`config.mk`:
```
export PLATFORM = sky130hd
export DESIGN_NAME = mul_16x8_acc_flat
export DESIGN_NICKNAME = d
export VERILOG_FILES = /design/src/rtl/mul_16x8_acc_if.sv /design/src/rtl/mul_16x8_acc.sv /design/src/flat_wrapper.sv
export SDC_FILE = /design/constraint.sdc
export NUM_CORES = 1
export LEC_CHECK = 0
export BUFFER_PORTS_ARGS = -buffer_cell sky130_fd_sc_hd__clkbuf_2
export CAP_MARGIN = 30
export CORE_ASPECT_RATIO = 0.9
export CORE_MARGIN = 5
export CORE_UTILIZATION = 30
export DETAILED_ROUTE_END_ITERATION = 12
export PLACE_DENSITY = 0.52
export SLEW_MARGIN = 20
export SYNTH_ARGS = -nofsm -noshare
export SYNTH_HDL_FRONTEND = slang
export SYNTH_SLANG_ARGS = --single-unit
```
`constraint.sdc`:
```
create_clock -name clk_sys -period 5.7 [get_ports clk_sys]
set_clock_uncertainty 0.15 [all_clocks]
set_input_delay 1.14 -clock clk_sys [delete_from_list [all_inputs] [get_ports clk_sys]]
set_output_delay 1.14 -clock clk_sys [all_outputs]
set_load 0.005 [all_outputs]
```
`src/rtl/mul_16x8_acc_if.sv`:
```
// Operand/result bus between the divider self-check datapath and the MAC stage.
interface mul_16x8_acc_if #(
    parameter int unsigned QW = 16,
    parameter int unsigned DW = 8
);
    localparam int unsigned RW = QW + DW;

    logic          in_valid;
    logic          in_ready;
    logic [QW-1:0] mcand;
    logic [DW-1:0] mplier;
    logic [DW-1:0] addend;
    // 'expect' is a reserved word, so the compare operand is named 'expected'
    logic [QW-1:0] expected;
    logic [RW-1:0] result;
    logic          match;
    logic          out_valid;

    // Operand source side
    modport master (
        output in_valid, mcand, mplier, addend, expected,
        input  in_ready, result, match, out_valid
    );

    // Multiply-accumulate side
    modport slave (
        input  in_valid, mcand, mplier, addend, expected,
        output in_ready, result, match, out_valid
    );
endinterface

```
`src/rtl/mul_16x8_acc.sv`:
```
// Sequential shift-add multiply-accumulate (result = mcand*mplier + addend).
// Rebuilds the divider's dividend and flags whether it equals the expected value.
module mul_16x8_acc #(
    parameter int unsigned QW = 16,
    parameter int unsigned DW = 8
) (
    input  logic         clk_sys,
    input  logic         reset_sync,
    mul_16x8_acc_if.slave bus
);
    localparam int unsigned RW = QW + DW;
    localparam int unsigned CW = (DW > 1) ? $clog2(DW) : 1;

    typedef enum logic [1:0] {
        IDLE = 2'd0,
        CALC = 2'd1,
        DONE = 2'd2
    } state_t;

    state_t        state;
    logic [RW-1:0] a_q;
    logic [DW-1:0] b_q;
    logic [QW-1:0] exp_q;
    logic [RW-1:0] acc_q;
    logic [CW-1:0] cnt_q;
    logic          dz_q;
    logic [RW-1:0] acc_nxt;
    logic          match_nxt;

    // Acceptance window: idle, or the single DONE cycle for back-to-back issue
    assign bus.in_ready = (state == IDLE) || (state == DONE);

    // Partial-product step and compare for the current CALC bit
    always_comb begin
        acc_nxt   = acc_q;
        if (b_q[0]) begin
            acc_nxt = acc_q + a_q;
        end
        // Divide-by-zero results are accepted regardless of the rebuilt value
        match_nxt = (acc_nxt == RW'(exp_q)) || dz_q;
    end

    // Control FSM and shift-add datapath; reset aborts any operation in flight
    always_ff @(posedge clk_sys) begin
        if (reset_sync) begin
            state         <= IDLE;
            a_q           <= '0;
            b_q           <= '0;
            exp_q         <= '0;
            acc_q         <= '0;
            cnt_q         <= '0;
            dz_q          <= 1'b0;
            bus.result    <= '0;
            bus.match     <= 1'b0;
            bus.out_valid <= 1'b0;
        end else begin
            bus.out_valid <= 1'b0;
            unique case (state)
                IDLE, DONE: begin
                    if (bus.in_valid) begin
                        a_q   <= RW'(bus.mcand);
                        b_q   <= bus.mplier;
                        exp_q <= bus.expected;
                        acc_q <= RW'(bus.addend);
                        cnt_q <= '0;
                        dz_q  <= (bus.mplier == '0) && (bus.mcand == {QW{1'b1}});
                        state <= CALC;
                    end else begin
                        state <= IDLE;
                    end
                end
                CALC: begin
                    acc_q <= acc_nxt;
                    a_q   <= a_q << 1;
                    b_q   <= b_q >> 1;
                    cnt_q <= cnt_q + CW'(1);
                    if (cnt_q == CW'(DW - 1)) begin
                        bus.result    <= acc_nxt;
                        bus.match     <= match_nxt;
                        bus.out_valid <= 1'b1;
                        state         <= DONE;
                    end
                end
                default: begin
                    state <= IDLE;
                end
            endcase
        end
    end
endmodule
```
`src/flat_wrapper.sv`:
```
// flat-port wrapper written by rule: the top's interface ports become plain ports
module mul_16x8_acc_flat 
#(
    parameter int unsigned QW = 16,
    parameter int unsigned DW = 8
)
  (clk_sys, reset_sync, bus_in_valid, bus_mcand, bus_mplier, bus_addend, bus_expected, bus_in_ready, bus_result, bus_match, bus_out_valid);
  mul_16x8_acc_if #(.QW(QW), .DW(DW)) bus_i ();
  input  logic clk_sys;
  input  logic reset_sync;
  input wire logic [$bits(bus_i.in_valid)-1:0] bus_in_valid;
  input wire logic [$bits(bus_i.mcand)-1:0] bus_mcand;
  input wire logic [$bits(bus_i.mplier)-1:0] bus_mplier;
  input wire logic [$bits(bus_i.addend)-1:0] bus_addend;
  input wire logic [$bits(bus_i.expected)-1:0] bus_expected;
  output wire logic [$bits(bus_i.in_ready)-1:0] bus_in_ready;
  output wire logic [$bits(bus_i.result)-1:0] bus_result;
  output wire logic [$bits(bus_i.match)-1:0] bus_match;
  output wire logic [$bits(bus_i.out_valid)-1:0] bus_out_valid;
  assign bus_i.in_valid = bus_in_valid;
  assign bus_i.mcand = bus_mcand;
  assign bus_i.mplier = bus_mplier;
  assign bus_i.addend = bus_addend;
  assign bus_i.expected = bus_expected;
  assign bus_in_ready = bus_i.in_ready;
  assign bus_result = bus_i.result;
  assign bus_match = bus_i.match;
  assign bus_out_valid = bus_i.out_valid;
  mul_16x8_acc #(.QW(QW), .DW(DW)) u_core (.clk_sys(clk_sys), .reset_sync(reset_sync), .bus(bus_i));
endmodule
```
# Word level (Yosys, flattened, before mapping)
# Cells that the tools add are included.
# op_classes
add_sub_neg	2
n_eq_ne	7
mux	13
bitwise_logic	1
reduce_logical	11
# ops
op	count
case mux 24 bit (2 select lines)	2
two-way mux 24 bit	3
adder 24 bit	1
== test 24 x 16 -> 1 bit	1
== test 16 bit, second input constant	1
case mux 8 bit (2 select lines)	1
zero test 8 bit	1
two-way mux 8 bit	1
case mux 3 bit (2 select lines)	1
AND reduction 2 bit	3
case mux 2 bit (2 select lines)	1
OR reduction 2 bit	2
adder 3 x 1 -> 3 bit, second input constant	1
== test 3 bit, second input constant	1
two-way mux 3 bit	1
== test 2 x 1 -> 1 bit, second input constant	1
== test 2 bit, second input constant	1
zero test 2 bit	1
logical OR 1 bit	2
two-way mux 1 bit	2
two-way mux 2 bit	1
!= test 2 x 1 -> 1 bit, second input constant	1
!= test 2 bit, second input constant	1
nonzero test 2 bit	1
other kinds (2)	2
# word_totals
register_bits	104
inputBits	51
out_inout_bits	27
elab_cells	44

# Longest topological paths before layout
# Gate-level depths: netlist (run 1).
# logic_depth
word_depth	4
depth_mapped	10
mapped_depth_nobuf	10

# Worst setup path before layout (run 1)
# No wires, ideal clock.
# synth_timing
path_kind	register -> register
start	register u_core.acc_q[0]
end	register u_core.bus.match
setup_ns	0.059
arrival_ns	3.027
t_required_ns	5.491
slack_ns	2.464
stages_incl_launch_ff	11
path_buffers	0
synth_period_minus_slack_ns	3.236
path_cell_list	dfxtp_1 ha_1 fa_1 a211oi_4 o21ai_2 a221oi_4 xnor3_1 a21oi_1 or4b_1 o41ai_2 a41o_1
# synth_between
elab_chain_len	4
# synth_lines
element	line	source
start, declared	mul_16x8_acc.sv:24	logic [RW-1:0] acc_q;
start signal, assigned	mul_16x8_acc.sv:64	acc_q <= RW'(bus.addend);
start signal, assigned	mul_16x8_acc.sv:73	acc_q <= acc_nxt;
adder 24 bit	mul_16x8_acc.sv:37	acc_nxt = acc_q + a_q;
two-way mux 24 bit *	mul_16x8_acc.sv:36	if (b_q[0]) begin
== test 24 x 16 -> 1 bit *	mul_16x8_acc.sv:40	match_nxt = (acc_nxt == RW'(exp_q)) || dz_q;
logical OR 1 bit *	mul_16x8_acc.sv:40	
end signal, assigned	mul_16x8_acc.sv:79	bus.match <= match_nxt;
end, declared	mul_16x8_acc_if.sv:28	output in_ready, result, match, out_valid
# Every way passes the cells marked *; elsewhere a longest branch is shown, timed or not.
# A chain may end at the register's enable or synchronous reset.

# Final worst setup path (run 1)
# Same ends and word-level chain as after synthesis.

==> results of run 1 <==
==> sequential cells by signal, summed over array words and instances (netlist names) <==
name                  cells
u_core.cnt_q              3
u_core.bus.match          1
u_core.exp_q             16
u_core.state              2
u_core.b_q                8
u_core.a_q               24
u_core.bus.result        24
u_core.dz_q               1
u_core.bus.out_valid      1
u_core.acc_q             24
==> cells in the mapped netlist, drive strengths merged, types with 8 or more instances <==
| master | number |
|---|---|
| nand2 | 131 |
| dfxtp | 104 |
| nor2 | 101 |
| a21oi | 59 |
| clkbuf | 44 |
| o21ai | 26 |
| ha | 25 |
| xnor2 | 25 |
| a311oi | 23 |
| a211oi | 20 |
| a22oi | 19 |
| mux2i | 16 |
| buf | 13 |
| xor2 | 13 |
| nor2b | 11 |
| nor3 | 11 |
| nand3b | 9 |
| o211ai | 8 |
==> how the worst max path moves through the flow <==
stage / from / to
final: u_core.acc_q[0]$_SDFFE_PP0P_ / u_core.bus.match$_SDFFE_PP0P_
after global routing: u_core.acc_q[2]$_SDFFE_PP0P_ / u_core.bus.match$_SDFFE_PP0P_
after CTS: u_core.acc_q[0]$_SDFFE_PP0P_ / u_core.bus.match$_SDFFE_PP0P_
after detailed placement: u_core.acc_q[0]$_SDFFE_PP0P_ / u_core.bus.match$_SDFFE_PP0P_
after global placement: u_core.acc_q[0]$_SDFFE_PP0P_ / u_core.bus.match$_SDFFE_PP0P_
after floorplan: u_core.acc_q[0]$_SDFFE_PP0P_ / u_core.bus.match$_SDFFE_PP0P_
==> power by group through the flow <==
stage | logic [mW] | clock network, mW | registers (mW)
CTS | 0.309 | 0.663 | 0.788
finish | 0.309 | 0.644 | 0.789
global placement | 0.310 | 0 | 0.804
global route | 0.341 | 0.683 | 0.793
floorplan | 0.218 | 0 | 0.792
detailed placement | 0.307 | 0 | 0.805
==> worst max-delay path: stages (launching register included) <==
cell	delay, ps
dfxtp_1	340
ha_1	250
fa_1	470
a211oi_4	310
o21ai_2	150
a221oi_4	440
xnor3_1	270
a21oi_1	150
or4b_1	460
o41ai_2	310
a41o_1	210
==> area by class of cell <==
class	count	share of cell area
well taps	255	0.0460
flip-flops and latches	104	0.300
multi-input cells	600	0.544
inverters	6	0.00324
clock inverters	7	0.0112
repair buffers	84	0.0635
clock buffers	9	0.0324
==> cells in the final DEF (no fill, tap or decap), types with 8 or more instances in the layout <==
cell         n
o211ai_1     8
nor2_1     100
a21oi_1     58
a22oi_1     19
xnor2_1     25
nor2b_1      9
buf_4        8
nand3b_1     9
clkbuf_2    76
ha_1        25
nor3_1      11
xor2_1      13
a211oi_1    19
a311oi_1    23
o21ai_0     24
dfxtp_1    103
nand2_1    130
clkbuf_16    9
mux2i_1     16
==> layer usage <==
metal,vias up,wire (um),global-route usage
li1,2853,-,-
met2,170,7140,0.217
met3,15,1300,0.0318
met1,2646,10200,0.257
met4,0,197,0.0378
met5,-,0,0
==> cell families after synthesis <==
family | after synthesis | share of synthesized area
buf+inv | 63 | 0.0397
fa+ha+maj | 26 | 0.0547
mux | 19 | 0.0319
xor+xnor | 41 | 0.0660
compound gates | 206 | 0.240
simple gates | 308 | 0.225
flops | 104 | 0.342
==> out/results.txt, run 1 <==
status: finished, final reports clean
full die area: 23200 um^2
synthesized area per cell: 7.93 um^2
area of the multi-input gates: 3770 um^2
Final Power: 1.74 mW
Seq/Total Area, Yosys: 0.342
R2R depth: 10
Avg Vias per Cell: 5.34
Slew Limit Headroom: 0.402
WP data arrival: 3740 ps
hold_buf cts: 0
gr usage total: 0.161
synth warn: 0
Final period util: 0.629
cell area after synthesis: 6080 um^2
Cells after DPL: 1049
Finished Layout Cells: 1065
Ant. Diodes: 0
Final Cell Area: 6940 um^2
CTS Sinks: 104
WL final: 18800 um
hold_ws: 313 ps
Worst-path clk slew: 80 ps
fill count: 2128
cell count after synthesis: 767
worst reg2reg path endpoint: u_core.bus.match$_SDFFE_PP0P_
Seq cells post-synth: 104
final setup violating endpoints: 0
Reg-to-Reg Start: u_core.acc_q[0]$_SDFFE_PP0P_
die height: 145 um
hold_sp: u_core.bus.result[23]$_SDFFE_PP0P_
combinational power share: 0.178
setup repair bufs after CTS: 0
Final Hold Viols: 0
largest net degree at the start of global routing: 62
vias in the first global route: 5376
Sw Share: 0.303
ys async rst share: 0
detailed-route DRC error count: 0
HPWL after DPL: 13700 um
unrepaired setup endpoints after global routing: false
first drt pass iteration count: 4
setup_tns: 0 ps
Seq pwr share: 0.453
Post-Syn Nets: 844
clk buf depth: 2
I/O Buffers: 77
routed length per instance: 17.7 um
Setup WS pre-CTS: 2170 ps
f_max: 279 MHz
Post-DP Area: 6640 um^2
CP Launch Type: flop
Pint: 1.21 mW
worst hold endpoint: u_core.bus.result[23]$_SDFFE_PP0P_
Worst Hold Depth: 2
Synth area leader: dfxtp_1
kind of end point of the critical path: flop
Clk network pwr share: 0.370
first-pass GRT wire length: 30000 um
H-Tree Depth: 3
unique cell type count in the Yosys netlist: 70
Starting Density: 0.304
Final Max Tran Viols: 0
Reg area: 2080 um^2
min Tclk post-route: 3580 ps
number of enable flip-flop cells after synthesis: 0
Placeable Area: 20000 um^2
type of the most critical hold path: reg2reg
Num CTS Buffers: 9
insertion delay to the later sink of the worst-skew pair: 360 ps
GPL Wtd Cong: 0.902
Peak VDD IR: 0.141 mV
initial antenna violation count: 0
DRT antenna net count: 0
Synth area leaders: dfxtp_1 (34%), nand2_1 (8.1%), nor2_1 (6.2%)
WP data required: 5850 ps
top cell type's share of synthesized area: 0.342
vias after detailed routing: 5684
Power Density: 251 nW/um^2
LEAKAGE: 2.62 nW
max-cap viol count: 0
Post-synth top flop: dfxtp_1
WS Path Type: reg2reg
area grow syn2layout: 14.1%
CTS tree: built
worst-path maximum fanout: 6
boundary pin count: 78
layout cell share with drive strength beyond 1: 0.147
DIE WIDTH: 160 um
row cnt: 49
grt ovf: 0
fin util: 0.347
switching power: 0.527 mW
fin nets: 882
Root Buffer: clkbuf_16
register-to-register setup slack: 2120 ps
Resize count post-CTS: 0
worst setup margin: 2120 ps
Initial DRC Count: 511
slew of the pin with the lowest slew margin: 895 ps
No activity file was read; power rests on OpenSTA's default activity.
==> run 2, diff against run 1 <==
Clock period 5.7 ns to 3.6 ns, I/O delays scaled along.
==> run 2 against run 1 <==
First-iteration DRC count is 23% lower. Power is 53% higher. Count of clock-buffer cells in the layout is 3 higher. Critical path type unchanged. Critical path depth stayed put. Largest power group unchanged. Fmax is 4.7% higher. Final area is 1.2% higher.
==> out/results.txt, run 2 (same netlist as run 1, synthesis figures left out) <==
WP data arrival: 3580 ps (was 3740 ps)
Finished Layout Cells: 1079 (was 1065)
most frequent cells in the layout: nand2_1 (130), dfxtp_1 (103), nor2_1 (100) (unchanged)
Initial DRC Count: 394 (was 511)
met2 wire length: 7810 um (was 7140 um)
layout cell share with drive strength beyond 1: 0.161 (was 0.147)
grt ovf: 0 (unchanged)
most common cell after layout, fill and taps aside: nand2_1 (unchanged)
Top Registers: u_core.a_q: 24 flops, u_core.acc_q: 24 flops, u_core.bus.result: 24 flops (unchanged)
WP data required: 3750 ps (was 5850 ps)
Cells after DPL: 1063 (was 1049)
Final Cell Area: 7020 um^2 (was 6940 um^2)
Slew Limit Headroom: 0.487 (was 0.402)
Final Max Tran Viols: 0 (unchanged)
met3 wire length: 1400 um (was 1300 um)
critical path cell sequence: ha_1, fa_2, a211oi_4, o21ai_2, a221oi_4, xnor3_1, a21oi_1, or4b_1, o41ai_2, a41o_1 (was ha_1, fa_1, a211oi_4, o21ai_2, a221oi_4, xnor3_1, a21oi_1, or4b_1, o41ai_2, a41o_1)
first-pass GRT wire length: 31200 um (was 30000 um)
status: finished, final reports clean (unchanged)
HPWL after DPL: 14800 um (was 13700 um)
Final Power: 2.67 mW (was 1.74 mW)
Worst-path clk slew: 70 ps (was 80 ps)
Post-DP Area: 6740 um^2 (was 6640 um^2)
WL met1: 10300 um (was 10200 um)
boundary pin count: 78 (unchanged)
kind of end point of the critical path: flop (unchanged)
Final period util: 0.951 (was 0.629)
Reg area: 2080 um^2 (unchanged)
CTS tree: built (unchanged)
DRT antenna net count: 0 (unchanged)
GPL Wtd Cong: 0.890 (was 0.902)
Avg Vias per Cell: 5.36 (was 5.34)
row cnt: 49 (unchanged)
worst-path maximum fanout: 4 (was 6)
CP Launch Type: flop (unchanged)
largest net degree at the start of global routing: 58 (was 62)
area grow syn2layout: 15.5% (was 14.1%)
max incr delay on CP: 480 ps (was 470 ps)
DR top layer: met4 (unchanged)
Starting Density: 0.304 (unchanged)
vias after detailed routing: 5785 (was 5684)
routed length per instance: 18.3 um (was 17.7 um)
min Tclk post-route: 3420 ps (was 3580 ps)
f_max: 292 MHz (was 279 MHz)
first drt pass iteration count: 6 (was 4)
Placeable Area: 20000 um^2 (unchanged)
slew of the pin with the lowest slew margin: 769 ps (was 895 ps)
Power Density: 380 nW/um^2 (was 251 nW/um^2)
clk buf depth: 2 (unchanged)
Ant. Diodes: 0 (unchanged)
setup_tns: 0 ps (unchanged)
full die area: 23200 um^2 (unchanged)
Peak VDD IR: 0.170 mV (was 0.141 mV)
fin nets: 897 (was 882)
area of the multi-input gates: 3790 um^2 (was 3770 um^2)
max-cap viol count: 0 (unchanged)
die height: 145 um (unchanged)
vias in the first global route: 5584 (was 5376)
fill count: 2132 (was 2128)
initial antenna violation count: 0 (unchanged)
LEAKAGE: 2.67 nW (was 2.62 nW)
Num CTS Buffers: 9 (unchanged)
CTS Sinks: 104 (unchanged)
detailed-route DRC error count: 0 (unchanged)
final setup violating endpoints: 0 (unchanged)
Root Buffer: clkbuf_16 (unchanged)
insertion delay to the later sink of the worst-skew pair: 360 ps (about the same)
gr usage total: 0.168 (was 0.161)
I/O Buffers: 77 (unchanged)
WS Path Type: reg2reg (unchanged)
WL final: 19800 um (was 18800 um)
H-Tree Depth: 3 (unchanged)
type of the most critical hold path: reg2reg (unchanged)
Final Hold Viols: 0 (unchanged)
unrepaired setup endpoints after global routing: false (unchanged)
DIE WIDTH: 160 um (unchanged)
hold_ws: 305 ps (was 313 ps)
slowest CP cell: or4b_1 (was fa_1)
run 2: changes by cell type in the layout (fill, tap and decap cells not counted), sizes merged:
cell      change
bufinv        -1
clkinvlp      -2
buf          +15
clkinv        +1
clkbuf        +3
inv           -2
run 2: stage by stage:
step	util	setup WS [ps]
after CTS	0.350	107
final	0.351	177
after global placement	0.337	208
after global routing	0.351	21.0
after floorplan	-	364
after detailed placement	0.337	144
run 2: final cells by class:
class	instances	area share
sequential	104	0.297
inverter	6	0.00321
multi-input combinational	600	0.539
clock inverter	3	0.00285
clock buffer	12	0.0337
tap	255	0.0454
timing repair buffer	99	0.0788
run 2: power breakdown:
group	internal, mW	switching, mW	leakage, nW
clock	0.465	0.439	0.119
sequential	1.20	0.0537	0.848
combinational	0.199	0.316	1.71
run 2: worst max-delay path: cells and delay by family, from the launching register on:
kind | cells | cell delay, ps
compound gates | 6 | 1460
xor+xnor | 1 | 260
fa+ha+maj | 2 | 660
flops | 1 | 350
simple gates | 1 | 480
run 2: final timing paths:
path / from / to / slack, ps / cells past startpoint
max reg2reg: u_core.acc_q[0]$_SDFFE_PP0P_ / u_core.bus.match$_SDFFE_PP0P_ / 180 / 10
min reg2reg: u_core.bus.result[16]$_SDFFE_PP0P_ / u_core.bus.result[16]$_SDFFE_PP0P_ / 310 / 2
max: u_core.acc_q[0]$_SDFFE_PP0P_ / u_core.bus.match$_SDFFE_PP0P_ / 180 / 10
min: u_core.bus.result[16]$_SDFFE_PP0P_ / u_core.bus.result[16]$_SDFFE_PP0P_ / 310 / 2
run 2: repair_timing:
item                                    in CTS  in global routing
endpoints found under the setup margin       0                  1
hold buffers                                 0                  0
buffers inserted                             0                  1
resized for setup                            0                  4
run 2: routing by layer:
| metal | GRT usage | vias up |
|---|---|---|
| li1 | - | 2874 |
| met1 | 0.257 | 2700 |
| met2 | 0.229 | 186 |
| met3 | 0.0448 | 25 |
| met4 | 0.0426 | 0 |
| met5 | 0 | - |
==> run 3, diff against run 2 <==
Settings changed: ABC_AREA set to 1.
==> run 3 against run 2 <==
Combinational power is 4% higher. Synthesized cell count is 27% higher. Setup slack better by 510 ps. Wire length is 3.9% higher. Hold slack better by 9.4 ps. Die area is 2.1% higher. Critical path depth is 6 higher. Sequential cell count stayed put. Sequential share of layout area is 0.60 points lower. Power is 5.3% higher. Final cell count is 20% higher. Critical path type unchanged. Largest power group unchanged.
==> out/results.txt, run 3 <==
status: finished, final reports clean (unchanged)
Seq cells post-synth: 104 (unchanged)
Resize count post-CTS: 0 (unchanged)
type of the most critical hold path: reg2reg (unchanged)
Peak VDD IR: 0.237 mV (was 0.170 mV)
Final Cell Area: 7160 um^2 (was 7020 um^2)
switching power: 0.881 mW (was 0.809 mW)
Worst-path clk slew: 80 ps (was 70 ps)
Num CTS Buffers: 9 (unchanged)
HPWL after DPL: 15600 um (was 14800 um)
WL final: 20600 um (was 19800 um)
Slew Limit Headroom: 0.440 (was 0.487)
DIE WIDTH: 162 um (was 160 um)
LEAKAGE: 3.40 nW (was 2.67 nW)
Post-DP Area: 6860 um^2 (was 6740 um^2)
fill count: 2274 (was 2132)
synthesized area per cell: 6.37 um^2 (was 7.93 um^2)
Sw Share: 0.314 (was 0.303)
Finished Layout Cells: 1298 (was 1079)
clk buf depth: 2 (unchanged)
min Tclk post-route: 2920 ps (was 3420 ps)
Power Density: 392 nW/um^2 (was 380 nW/um^2)
Starting Density: 0.302 (was 0.304)
largest net degree at the start of global routing: 57 (was 58)
WP data arrival: 3060 ps (was 3580 ps)
most frequent cells in the layout: nand2_1 (311), inv_1 (105), dfxtp_1 (104) (was nand2_1 (130), dfxtp_1 (103), nor2_1 (100))
Top Registers: u_core.a_q: 24 flops, u_core.acc_q: 24 flops, u_core.bus.result: 24 flops (unchanged)
Placeable Area: 20600 um^2 (was 20000 um^2)
worst-path maximum fanout: 5 (was 4)
synth warn: 0 (unchanged)
detailed-route DRC error count: 0 (unchanged)
Post-synth top flop: dfxtp_1 (unchanged)
final setup violating endpoints: 0 (unchanged)
unrepaired setup endpoints after global routing: false (unchanged)
ys async rst share: 0 (unchanged)
most common cell after layout, fill and taps aside: nand2_1 (unchanged)
slew of the pin with the lowest slew margin: 837 ps (was 769 ps)
CTS tree: built (unchanged)
combinational power share: 0.190 (was 0.193)
unique cell type count in the Yosys netlist: 34 (was 70)
vias after detailed routing: 6494 (was 5785)
CP Launch Type: flop (unchanged)
setup repair bufs after CTS: 0 (unchanged)
insertion delay to the later sink of the worst-skew pair: 360 ps (about the same)
first drt pass iteration count: 6 (unchanged)
Cells after DPL: 1283 (was 1063)
kind of end point of the critical path: flop (unchanged)
WS Path Type: reg2reg (unchanged)
row cnt: 50 (was 49)
Root Buffer: clkbuf_16 (unchanged)
number of enable flip-flop cells after synthesis: 0 (unchanged)
I/O Buffers: 77 (unchanged)
first-pass GRT wire length: 33000 um (was 31200 um)
Post-synth top cells: nand2_1 (311), inv_1 (106), dfxtp_1 (104) (was nand2_1 (131), dfxtp_1 (104), nor2_1 (101))
top-count cell post-synth: nand2_1 (unchanged)
GPL Wtd Cong: 0.888 (was 0.890)
H-Tree Depth: 3 (unchanged)
gr usage total: 0.172 (was 0.168)
grt ovf: 0 (unchanged)
Final period util: 0.810 (was 0.951)
Avg Vias per Cell: 5.00 (was 5.36)
Initial DRC Count: 448 (was 394)
die height: 147 um (was 145 um)
setup_tns: 0 ps (unchanged)
initial antenna violation count: 0 (unchanged)
fin nets: 1111 (was 897)
f_max: 343 MHz (was 292 MHz)
routed length per instance: 15.8 um (was 18.3 um)
Seq/Total Area, Yosys: 0.335 (was 0.342)
Synth area leader: dfxtp_1 (unchanged)
cell count after synthesis: 976 (was 767)
Post-Syn Nets: 1053 (was 844)
Final Max Tran Viols: 0 (unchanged)
cell area after synthesis: 6220 um^2 (was 6080 um^2)
area grow syn2layout: 15.2% (was 15.5%)
Pint: 1.93 mW (was 1.86 mW)
layout cell share with drive strength beyond 1: 0.134 (was 0.161)
Final Hold Viols: 0 (unchanged)
Synth area leaders: dfxtp_1 (33%), nand2_1 (19%), a21oi_1 (6.9%) (was dfxtp_1 (34%), nand2_1 (8.1%), nor2_1 (6.2%))
CTS Sinks: 104 (unchanged)
DRT antenna net count: 0 (unchanged)
WP data required: 3740 ps (was 3750 ps)
Clk network pwr share: 0.365 (was 0.339)
vias in the first global route: 6173 (was 5584)
Ant. Diodes: 0 (unchanged)
hold_buf cts: 0 (unchanged)
top cell type's share of synthesized area: 0.335 (was 0.342)
boundary pin count: 78 (unchanged)
Seq pwr share: 0.445 (was 0.468)
max-cap viol count: 0 (unchanged)
full die area: 23700 um^2 (was 23200 um^2)
==> run 3: worst max-delay path, stage by stage (launching register included) <==
cell,delay [ps]
dfxtp_1,340
ha_1,260
fa_1,500
nand2_1,100
nor2_1,60
nand2_1,60
nand3_1,200
xnor2_1,200
nand2_1,150
nand2_1,100
nand2_1,70
nand2_1,60
nor2_1,100
nand2_1,50
nor2_1,220
nand3_1,130
a21oi_2,120
==> run 3: area by class of cell <==
| type | instances | area [um^2] | share of cell area |
|---|---|---|---|
| Multi-Input combinational cell | 721 | 3570 | 0.499 |
| Clock inverter | 6 | 73.8 | 0.0103 |
| Clock buffer | 9 | 225 | 0.0314 |
| Tap cell | 260 | 325 | 0.0454 |
| Sequential cell | 104 | 2080 | 0.291 |
| Timing Repair Buffer | 89 | 475 | 0.0664 |
| Inverter | 109 | 409 | 0.0571 |
==> run 3: power groups by stage <==
stage / clock [mW] / sequential [mW] / combinational [mW]
2_1_floorplan: 0 / 1.26 / 0.368
3_3_place_gp: 0 / 1.28 / 0.534
4_1_cts: 1.05 / 1.25 / 0.534
5_1_grt: 1.09 / 1.26 / 0.600
6_report: 1.03 / 1.25 / 0.535
3_5_place_dp: 0 / 1.28 / 0.531
==> run 3: cell families after synthesis <==
| logic type | count (synthesis) | synth area share |
|---|---|---|
| and+or+nand+nor | 494 | 0.341 |
| DFF | 104 | 0.335 |
| buffers and inverters | 151 | 0.0921 |
| AOI/OAI and AO/OA | 191 | 0.165 |
| xor gates and xnor gates | 10 | 0.0141 |
| adders and majority gates | 26 | 0.0535 |
==> run 3: metal layers <==
metal,routed length [um],global-route usage,up-vias
li1,-,-,3323
met1,10300,0.250,2983
met2,8860,0.265,170
met3,1110,0.0347,18
met4,327,0.0389,0
met5,0,0,-
==> run 3: through the flow <==
stage	worst slack (ps)	power (mW)	utilization	hold slack, ps
3_5_place_dp	703	1.81	0.333	308
6_report	684	2.81	0.348	315
5_1_grt	492	2.94	0.348	341
4_1_cts	667	2.83	0.348	320
3_3_place_gp	677	1.81	0.333	303
2_1_floorplan	1360	1.63	-	279
==> run 3: worst paths after layout <==
path	slack (ps)	depth (start not counted)	startpoint	to
setup reg to reg	680	16	u_core.a_q[0]$_SDFFE_PP0P_	u_core.bus.match$_SDFFE_PP0P_
hold / removal	310	2	u_core.b_q[7]$_SDFFE_PP0P_	u_core.b_q[7]$_SDFFE_PP0P_
hold reg to reg	310	2	u_core.b_q[7]$_SDFFE_PP0P_	u_core.b_q[7]$_SDFFE_PP0P_
setup / recovery	680	16	u_core.a_q[0]$_SDFFE_PP0P_	u_core.bus.match$_SDFFE_PP0P_
